File: config.mk
export PLATFORM = sky130hd
export DESIGN_NAME = execute_stage
export DESIGN_NICKNAME = d
export VERILOG_FILES = /design/src/rtl/execute_stage.sv
export SDC_FILE = /design/constraint.sdc
export NUM_CORES = 1
export LEC_CHECK = 0
export ABC_AREA = 1
export ABC_CLOCK_PERIOD_IN_PS = 3600
export BUFFER_PORTS_ARGS = -buffer_cell sky130_fd_sc_hd__buf_2
export CORE_ASPECT_RATIO = 0.8
export CORE_MARGIN = 2
export CORE_UTILIZATION = 45
export DETAILED_ROUTE_END_ITERATION = 7
export PLACE_DENSITY = 0.71
export RECOVER_POWER = 100
export SYNTH_ARGS = -nofsm -noshare
export SYNTH_HDL_FRONTEND = slang
export SYNTH_SLANG_ARGS = --single-unit
File: constraint.sdc
create_clock -name clk_i -period 3.6 [get_ports clk_i]
set_input_delay 0.36 -clock clk_i [delete_from_list [all_inputs] [get_ports clk_i]]
set_output_delay 0.36 -clock clk_i [all_outputs]
set_load 0.1 [all_outputs]
File: src/rtl/execute_stage.sv
// Y86-64 execute stage: ALU with operand selection, the ZF/SF/OF condition-code
// register, branch/cmov condition evaluation, and the cmov destination override.
module execute_stage #(
   parameter int W = 64
) (
   input  logic         clk_i,
   input  logic         rst_n_i,      // active-high synchronous reset despite the name
   input  logic [3:0]   E_icode_i,
   input  logic [3:0]   E_ifun_i,
   input  logic [W-1:0] E_valA_i,
   input  logic [W-1:0] E_valB_i,
   input  logic [W-1:0] E_valC_i,
   input  logic [3:0]   E_dstE_i,
   input  logic [3:0]   m_stat_i,
   input  logic [3:0]   W_stat_i,
   output logic [W-1:0] e_valE_o,
   output logic         e_Cnd_o,
   output logic [3:0]   e_dstE_o,
   output logic [2:0]   cc_o
);

   localparam logic [3:0] I_RRMOVQ = 4'h2;
   localparam logic [3:0] I_IRMOVQ = 4'h3;
   localparam logic [3:0] I_RMMOVQ = 4'h4;
   localparam logic [3:0] I_MRMOVQ = 4'h5;
   localparam logic [3:0] I_OPQ    = 4'h6;
   localparam logic [3:0] I_CALL   = 4'h8;
   localparam logic [3:0] I_RET    = 4'h9;
   localparam logic [3:0] I_PUSHQ  = 4'hA;
   localparam logic [3:0] I_POPQ   = 4'hB;

   localparam logic [3:0] A_ADD = 4'h0;
   localparam logic [3:0] A_SUB = 4'h1;
   localparam logic [3:0] A_AND = 4'h2;
   localparam logic [3:0] A_XOR = 4'h3;

   localparam logic [3:0] C_ALWAYS = 4'h0;
   localparam logic [3:0] C_LE     = 4'h1;
   localparam logic [3:0] C_L      = 4'h2;
   localparam logic [3:0] C_E      = 4'h3;
   localparam logic [3:0] C_NE     = 4'h4;
   localparam logic [3:0] C_GE     = 4'h5;
   localparam logic [3:0] C_G      = 4'h6;

   localparam logic [3:0] S_HLT = 4'h2;
   localparam logic [3:0] S_ADR = 4'h3;
   localparam logic [3:0] S_INS = 4'h4;
   localparam logic [3:0] RNONE = 4'hF;

   localparam logic [W-1:0] POS8 = W'(8);
   localparam logic [W-1:0] NEG8 = ~W'(7);   // two's complement -8

   logic [W-1:0] alu_a;
   logic [W-1:0] alu_b;
   logic [3:0]   alu_fun;
   logic [W-1:0] alu_t;
   logic         new_zf;
   logic         new_sf;
   logic         new_of;
   logic         set_cc;
   logic         m_bad;
   logic         w_bad;
   logic [2:0]   cc;
   logic         zf;
   logic         sf;
   logic         of;

   // Operand and function selection from the instruction code
   always_comb begin
      alu_a = '0;
      alu_b = '0;
      unique case (E_icode_i)
         I_RRMOVQ: alu_a = E_valA_i;
         I_OPQ: begin
            alu_a = E_valA_i;
            alu_b = E_valB_i;
         end
         I_IRMOVQ: alu_a = E_valC_i;
         I_RMMOVQ, I_MRMOVQ: begin
            alu_a = E_valC_i;
            alu_b = E_valB_i;
         end
         I_CALL, I_PUSHQ: begin
            alu_a = NEG8;
            alu_b = E_valB_i;
         end
         I_RET, I_POPQ: begin
            alu_a = POS8;
            alu_b = E_valB_i;
         end
         default: ;
      endcase
      alu_fun = (E_icode_i == I_OPQ) ? E_ifun_i : A_ADD;
   end

   // ALU result and candidate flags; unknown OPQ functions yield a zero result
   always_comb begin
      alu_t  = '0;
      new_of = 1'b0;
      unique case (alu_fun)
         A_ADD: begin
            alu_t  = alu_b + alu_a;
            new_of = (alu_a[W-1] == alu_b[W-1]) && (alu_t[W-1] != alu_a[W-1]);
         end
         A_SUB: begin
            alu_t  = alu_b - alu_a;
            new_of = (alu_a[W-1] != alu_b[W-1]) && (alu_t[W-1] != alu_b[W-1]);
         end
         A_AND: alu_t = alu_b & alu_a;
         A_XOR: alu_t = alu_b ^ alu_a;
         default: ;
      endcase
      new_zf = (alu_t == '0);
      new_sf = alu_t[W-1];
   end

   assign m_bad  = (m_stat_i == S_ADR) || (m_stat_i == S_INS) || (m_stat_i == S_HLT);
   assign w_bad  = (W_stat_i == S_ADR) || (W_stat_i == S_INS) || (W_stat_i == S_HLT);
   assign set_cc = (E_icode_i == I_OPQ) && !m_bad && !w_bad;

   // Condition-code register; reset wins over a same-cycle flag update
   always_ff @(posedge clk_i) begin
      if (rst_n_i) begin
         cc <= 3'b100;
      end else if (set_cc) begin
         cc <= {new_zf, new_sf, new_of};
      end
   end

   assign zf = cc[2];
   assign sf = cc[1];
   assign of = cc[0];

   // Condition evaluation against the registered (pre-update) flags
   always_comb begin
      e_Cnd_o = 1'b0;
      unique case (E_ifun_i)
         C_ALWAYS: e_Cnd_o = 1'b1;
         C_LE:     e_Cnd_o = (sf ^ of) | zf;
         C_L:      e_Cnd_o = sf ^ of;
         C_E:      e_Cnd_o = zf;
         C_NE:     e_Cnd_o = ~zf;
         C_GE:     e_Cnd_o = ~(sf ^ of);
         C_G:      e_Cnd_o = ~(sf ^ of) & ~zf;
         default:  e_Cnd_o = 1'b0;
      endcase
   end

   assign e_valE_o = alu_t;
   assign e_dstE_o = ((E_icode_i == I_RRMOVQ) && !e_Cnd_o) ? RNONE : E_dstE_i;
   assign cc_o     = cc;

endmodule
==> results of run 1 <==
## per-layer routing
layer | GRT usage (%) | overflow
met5 | 60.71 | 1
met4 | 71.68 | 6
met3 | 64.18 | 1
met2 | 91.28 | 6
met1 | 77.71 | 1
## stage by stage
step / hold WS [ns] / worst slack [ns] / cells / setup TNS, ns
4_1_cts: 0.3967 / -0.5080 / 4185 / -12.59
3_3_place_gp: 0.5457 / -1.124 / 4051 / -36.15
3_5_place_dp: 0.5589 / -1.126 / 4051 / -38.49
2_1_floorplan: 0.4558 / -0.7497 / 2725 / -4.221
## cells by family after synthesis
logic type                 Yosys count  share of synthesized area (%)
AOI/OAI and AO/OA                  493                          21.31
and+or+nand+nor                   1501                          48.35
adders and majority gates          135                          12.71
xor gates and xnor gates             5                         0.3268
buffers and inverters              588                          16.85
DFF                                  3                         0.4481
## repair_timing
item / CTS
endpoints found under the setup margin: 59
setup buffers: 132
endpoints found under the hold margin: 0
cloned: 7
pin swaps: 212
gates resized for setup: 918
==> qor.yml, run 1 <==
status: "stopped before the end"
stop_stage: "global routing (5_1_grt)"
first-error: "[ERROR GRT-0116] Global routing finished with congestion. Check the congestion regions in the DRC Viewer."
synth_edf_count: 0
cts_buffers: 3
syn_inst: 2725
start_util_pct: 45.77
clock-sinks: 3
synth.most_common_cell: "nand2_1"
place_congestion: 1.204
die_y_um: 158.4
grt_overflow: 15
seq_area_frac_synth_pct: 0.4481
syn_avg_cell_area_um2: 4.919
num_rows: 56
die_w_um: 197.0
yosys.area.top_type: "nand2_1"
async_flop_share_pct: 0
ys_ff_latch: 3
syn_area_um2: 13400
clockBufferDepth: 2
ctsHoldBuffers: 0
ys_top_cells_by_count: "nand2_1 (635), inv_1 (482), nor2_1 (429)"
placed_area_um2: 21900
ys.flop_type: "dfxtp_1"
synth.distinct_cells: 54
dp_hpwl_mm: 74.91
ys_top_cells_by_area: "nand2_1 (18%), inv_1 (13%), ha_1 (12%)"
grt_pass1_wl_mm: 181.7
ios: 286
grt_start_max_net_pins: 42
root_buffer: "clkbuf_16"
port_buffers: 285
synth_top_area_share_pct: 17.78
yosys_warnings: 0
grt_pass1_vias: 30845
syn_nets: 3074
grt_util_all_layers_pct: 77.23
htree_num_levels: 1
==> inputs of run 2 (changes only) <==
--- a/config.mk
+++ b/config.mk
@@ -6,13 +6,12 @@
 export NUM_CORES = 1
 export LEC_CHECK = 0
 export ABC_AREA = 1
-export ABC_CLOCK_PERIOD_IN_PS = 3600
+export ABC_CLOCK_PERIOD_IN_PS = 4700
 export BUFFER_PORTS_ARGS = -buffer_cell sky130_fd_sc_hd__buf_2
-export CORE_ASPECT_RATIO = 0.8
 export CORE_MARGIN = 2
-export CORE_UTILIZATION = 45
+export CORE_UTILIZATION = 30
 export DETAILED_ROUTE_END_ITERATION = 7
-export PLACE_DENSITY = 0.71
+export PLACE_DENSITY_LB_ADDON = 0.15
 export RECOVER_POWER = 100
 export SYNTH_ARGS = -nofsm -noshare
 export SYNTH_HDL_FRONTEND = slang
==> constraint.sdc (replaced) <==
create_clock -name clk_i -period 4.7 [get_ports clk_i]
set_input_delay 0.47 -clock clk_i [delete_from_list [all_inputs] [get_ports clk_i]]
set_output_delay 0.47 -clock clk_i [all_outputs]
set_load 0.1 [all_outputs]
==> run 2 against run 1 <==
Against the previous run:
- the run now ends clean
- synthesized area did not move
- synthesized cell count did not move
==> qor.yml, run 2 <==
port_buffers: 285
status: "complete, no violations"
syn_inst: 2725
routed.top_layer: "met5"
clk_pin_slew_worst_paths_ns: 0.03
drv_slew: 0
grt_overflow: 0
p_switching_uw: 3035
power_frac_seq_pct: 0.5
fin_worst_skew_ns: 0
slew_headroom_pct: 20.94
ctsHoldBuffers: 0
antenna_left: 0
start_util_pct: 30.38
critPathCaptureType: "primary output"
viasPerCell: 5.215
wirelength_mm: 89.68
grt_start_max_net_pins: 35
largest_register_ffs: 3
syn_nets: 3074
ios: 286
root_buffer: "clkbuf_16"
path_class: "in -> out"
drc: 0
tightest_slew_ns: 1.191
synth.distinct_cells: 54
first_pass_iters: 6
dp_hpwl_mm: 76.87
fin_ws_ns: 0.06858
ys.flop_type: "dfxtp_1"
drt-initial-drc-count: 2303
wl_per_cell_um: 21.07
yosys.area.top_type: "nand2_1"
fin_util_pct: 53.68
synth_top_area_share_pct: 17.78
clockPowerShare_pct: 2.8
vias: 22201
synth_edf_count: 0
die_w_um: 215.4
grt_util_all_layers_pct: 36.20
cap_violations: 0
syn_area_um2: 13400
hold_viol_final: 0
wl_met3_mm: 10.27
sw_frac_of_total_pct: 59.25
arrival_ns: 4.16
grt_pass1_vias: 20744
cts_buffers: 3
dr_wl_met2_mm: 35.71
die-area_um2: 46390
seq_area_frac_synth_pct: 0.4481
whs_ns: 0.4779
ys_ff_latch: 3
place_congestion: 1.037
antenna_found_initial: 4
final_cell_mix: "buf_4 (713), nand2_1 (568), inv_1 (469), nor2_1 (316), nand3_1 (229)"
syn_avg_cell_area_um2: 4.919
synth.most_common_cell: "nand2_1"
p_int_uw: 2088
cp.required_ns: 4.23
met1Wirelength_mm: 41.79
core_area_um2: 44120
htree_num_levels: 1
async_flop_share_pct: 0
fin_nets: 4013
cts_tree: "yes"
layout_commonest_cell: "buf_4"
drive_above_1_share_pct: 39.50
num_rows: 77
period_needed_ns: 4.631
p_comb_share_pct: 96.7
p_leak_uw: 0.01278
critPathMaxFanout: 7
pre_cts_ws_ns: -0.8274
rsz0062_at_grt: "true"
clock-sinks: 3
post-route-period-util_pct: 98.54
die_y_um: 215.4
hp-class: "in -> reg"
fmax_mhz: 215.9
powerDensity_nw_per_um2: 216.3
ys_top_cells_by_area: "nand2_1 (18%), inv_1 (13%), ha_1 (12%)"
critPathLaunchType: "input port"
yosys_warnings: 0
ys_top_cells_by_count: "nand2_1 (635), inv_1 (482), nor2_1 (429)"
clockBufferDepth: 2
syn_to_final_growth_pct: 76.71
peakVddDrop_uv: 167.8
clock_latency_ns: 0.23
finalSetupViolations: 0
grt_pass1_wl_mm: 127.2
[run 2: cell counts after synthesis]
No cell type changed its count.
[run 2: area by class of cell]
cell class | count | area (um^2)
diodes | 2 | 5.005
repair buffers | 1030 | 8215
multi-input cells | 2134 | 12730
flip-flops and latches | 3 | 60.06
fillers | 4767 | 20440
clock buffers | 4 | 78.83
inverters | 492 | 1852
well taps | 592 | 740.7
[run 2: logic make-up (layout without fill, tap and decap cells)]
logic type	Yosys count	after routing	share of synthesized area, %
other	0	2	0
adder cells (fa/ha/maj)	135	135	12.71
flip-flops	3	3	0.4481
XOR/XNOR	5	5	0.3268
AO/OA/AOI/OAI	493	493	21.31
AND/OR/NAND/NOR	1501	1501	48.35
buffers and inverters	588	1526	16.85
[run 2: through the flow]
stage	total power, uW	setup TNS [ns]	area (um^2)	std cells
after CTS	4697	-0.07673	21960	4223
final	5123	0	23690	4257
after global placement	4449	-3.785	21520	4213
after floorplan	2235	-0.03653	13420	2725
after detailed placement	4462	-5.283	21520	4213
after global routing	5375	-0.5150	23680	4256
[run 2: power groups by stage]
| stage | logic, uW | registers [uW] | clock network, uW |
|---|---|---|---|
| final | 4950 | 27.3 | 141 |
| after global routing | 5200 | 27.4 | 145 |
| after CTS | 4530 | 27.3 | 143 |
| after detailed placement | 4430 | 27.6 | 0 |
| after global placement | 4420 | 27.5 | 0 |
| after floorplan | 2200 | 32.6 | 0 |
[run 2: layer usage]
metal | GRT usage, % | up-vias
met5 | 0 | -
met4 | 5.816 | 2
met3 | 8.132 | 117
met2 | 52.58 | 1135
met1 | 54.47 | 10323
li1 | - | 10624
[run 2: path summary, 6_finish.rpt]
check                           depth (start not counted)                 start              endpoint  slack, ns
worst max-delay path                                   25          E_icode_i[2]          e_valE_o[40]       0.07
worst min-delay path                                    3               rst_n_i  cc_o[2]$_SDFFE_PP1P_       0.48
worst max register to register                          4  cc_o[0]$_SDFFE_PP0P_  cc_o[0]$_SDFFE_PP0P_       3.95
worst min register to register                          4  cc_o[1]$_SDFFE_PP0P_  cc_o[1]$_SDFFE_PP0P_       0.58
[run 2: repair_timing]
item                       in CTS  in global routing
resized for setup             101                395
pin swaps                       8                 76
setup endpoints to repair      32                 36
setup buffers                   6                 27
gates cloned                    0                  5
[run 2: critical path, stage by stage]
cell	delay [ns]
buf_4	0.14
inv_4	0.07
nor2_4	0.04
buf_4	0.15
a21oi_4	0.20
buf_12	0.19
buf_12	0.16
nor2_1	0.08
ha_1	0.36
a21oi_2	0.22
buf_4	0.17
o21ai_0	0.10
a21oi_1	0.25
o21ai_1	0.11
a21oi_2	0.23
o21bai_2	0.13
nand2_1	0.09
nand2_2	0.09
buf_4	0.15
o21ai_0	0.13
a21oi_1	0.06
nor2_1	0.14
buf_4	0.17
inv_1	0.07
buf_12	0.16
Note: power is estimated with default switching activity, not from simulation.
==> inputs of run 3 (changes only) <==
--- a/config.mk
+++ b/config.mk
@@ -5,7 +5,6 @@
 export SDC_FILE = /design/constraint.sdc
 export NUM_CORES = 1
 export LEC_CHECK = 0
-export ABC_AREA = 1
 export ABC_CLOCK_PERIOD_IN_PS = 4700
 export BUFFER_PORTS_ARGS = -buffer_cell sky130_fd_sc_hd__buf_2
 export CORE_MARGIN = 2
==> run 3 against run 2 <==
Against the previous run:
- the flow now finishes with violations (negative setup slack)
- synthesized cell count is 28% lower
- count of clock-buffer cells in the layout stayed put
- flip-flop and latch count stayed put
- clock power hardly changed
- power is 10% higher
- worst hold slack worse by 0.029 ns
- non-clock buffer count is 171 higher
- critical endpoint is now e_valE_o[62]
- worst setup slack worse by 0.96 ns
==> qor.yml, run 3 <==
status: "finished, violations left"
failed_checks: "negative setup slack"
clk_pin_slew_worst_paths_ns: 0.04
synth.distinct_cells: 104
vias: 20624
slew_headroom_pct: 11.28
post-route-period-util_pct: 118.9
rsz0062_at_grt: "true"
num_rows: 74
whs_ns: 0.4493
sw_frac_of_total_pct: 55.59
placed_area_um2: 21840
p_switching_uw: 3133
clock-sinks: 3
die_y_um: 208.3
ys_ff_latch: 3
drv_slew: 0
syn_area_um2: 12530
crit_family: "compound AO/OA/AOI/OAI gates"
p_comb_share_pct: 97.0
seq_area_frac_synth_pct: 0.4794
die-area_um2: 43410
hp-class: "in -> reg"
path_class: "in -> out"
clockPowerShare_pct: 2.6
ys.flop_type: "dfxtp_1"
critPathLaunchType: "input port"
p_total_uw: 5636
fin_ws_ns: -0.8892
synth_edf_count: 0
antenna_left: 0
ys_top_cells_by_area: "ha_1 (13%), a21oi_1 (8.0%), a221oi_1 (5.0%)"
drt-initial-drc-count: 1689
port_buffers: 285
htree_num_levels: 1
clockBufferDepth: 2
final_cell_mix: "buf_4 (776), buf_2 (210), a21oi_1 (158), nor2_1 (151), nand2_1 (144)"
antenna_found_initial: 1
diodes: 0
first_pass_iters: 5
pre_cts_ws_ns: -1.741
root_buffer: "clkbuf_16"
cap_violations: 0
layout_commonest_cell: "buf_4"
powerDensity_nw_per_um2: 214.5
drive_above_1_share_pct: 54.94
cts_buffers: 3
p_leak_uw: 0.01217
critPathCaptureType: "primary output"
path_cells: "buf_8 -> buf_8 -> nor3b_4 -> buf_12 -> buf_12 -> buf_4 -> a221oi_4 -> buf_6 -> ha_4 -> or4_4 -> nand2b_4 -> a21oi_4 -> nor4_4 -> o21ai_1 -> buf_4 -> a221oi_4 -> o211ai_1 -> a221oi_2 -> buf_4 -> buf_6 -> o31ai_4 -> a2bb2oi_2 -> a2bb2oi_4 -> buf_12"
synth_top_area_share_pct: 13.28
power_frac_seq_pct: 0.5
grt_overflow: 0
die_w_um: 208.3
largest_register_ffs: 3
grt_pass1_vias: 20216
cp.required_ns: 4.23
drc: 0
wirelength_mm: 83.64
core_area_um2: 41020
fmax_mhz: 178.9
tightest_slew_ns: 1.324
fin_worst_skew_ns: 0
syn_inst: 1955
peakVddDrop_uv: 246.3
slowest_delay_ns: 0.58
yosys.area.top_type: "ha_1"
hold_viol_final: 0
grt_util_all_layers_pct: 36.85
viasPerCell: 5.798
arrival_ns: 5.12
clock_latency_ns: 0.23
critPathMaxFanout: 6
cts_tree: "yes"
dp_hpwl_mm: 66.62
grt_pass1_wl_mm: 123.8
grt_start_max_net_pins: 28
ctsHoldBuffers: 0
wl_per_cell_um: 23.51
p_int_uw: 2503
start_util_pct: 30.54
ios: 286
finalSetupViolations: 41
syn_to_final_growth_pct: 109.7
cp_slowest_cell: "or4_4"
fin_nets: 3375
syn_nets: 2304
crit_buf_inv: 10
finalInstanceArea_um2: 26270
async_flop_share_pct: 0
synth.most_common_cell: "a21oi_1"
yosys_warnings: 0
syn_avg_cell_area_um2: 6.408
ys_top_cells_by_count: "a21oi_1 (199), nor2_1 (168), nand2_1 (162)"
place_congestion: 1.041
period_needed_ns: 5.589
run 3: changes by cell type after synthesis, moves of 63 or more:
cell and change:
inv_1 -337, a221oi_1 +72, a22oi_1 -63, nand3_1 -216, nor2_1 -261, nand2_1 -473
run 3: what timing repair did:
item | in CTS | in global routing
setup buffers | 105 | 50
cloned | 6 | 0
endpoints found under the hold margin | 0 | 0
endpoints found under the setup margin | 52 | 48
pin swaps | 165 | 117
gates resized for setup | 465 | 164
run 3: per-stage QoR:
| stage | setup TNS [ns] | std cells | util [%] |
|---|---|---|---|
| floorplan | -5.552 | 1955 | - |
| global placement | -32.99 | 3413 | 53.24 |
| detailed placement | -35.61 | 3413 | 53.24 |
| CTS | -11.82 | 3520 | 61.53 |
| global route | -21.05 | 3557 | 64.06 |
| finish | -16.29 | 3557 | 64.06 |
run 3: worst register-to-register path: stages (launching register included):
cell and delay, ns:
dfxtp_1 0.37, a21oi_1 0.30, o21ai_2 0.09
run 3: power by group through the flow:
stage               Clock [uW]  Sequential [uW]  Combinational (uW)
floorplan                    0             32.0                2490
global placement             0             27.6                4590
detailed placement           0             27.7                4600
CTS                        142             27.3                5190
global route               143             27.4                5710
finish                     144             27.3                5460
run 3: layer usage:
layer	track usage (%)	wire length (um)	vias up
met5	0	0	-
met4	11.66	3097	0
met3	7.140	7157	176
met2	57.77	36290	938
met1	50.57	37100	9925
li1	-	-	9585
run 3: cell type report:
class,instances,area [um^2]
Clock buffer,4,78.83
Fill cell,3679,14740
Inverter,151,570.5
Sequential cell,3,60.06
Timing Repair Buffer,1201,10060
Tap cell,532,665.6
Multi-Input combinational cell,1666,14840
run 3: worst paths after layout:
kind | start | end | slack, ns | cells past startpoint
worst min-delay path | rst_n_i | cc_o[1]$_SDFFE_PP0P_ | 0.45 | 2
worst min register to register | cc_o[0]$_SDFFE_PP0P_ | cc_o[0]$_SDFFE_PP0P_ | 0.55 | 2
worst max register to register | cc_o[2]$_SDFFE_PP1P_ | cc_o[2]$_SDFFE_PP1P_ | 3.82 | 2
worst max-delay path | E_icode_i[0] | e_valE_o[62] | -0.89 | 24
run 3: cells by family (layout without fill, tap and decap cells):
family          count (synthesis)  count (layout)  synth area share (%)
simple gates                  686             686                 27.61
flops                           3               3                0.4794
xor+xnor                       28              28                 1.958
fa+ha+maj                     136             136                 13.68
compound gates                785             785                 44.74
buf+inv                       286            1356                 8.989
mux                            31              31                 2.547
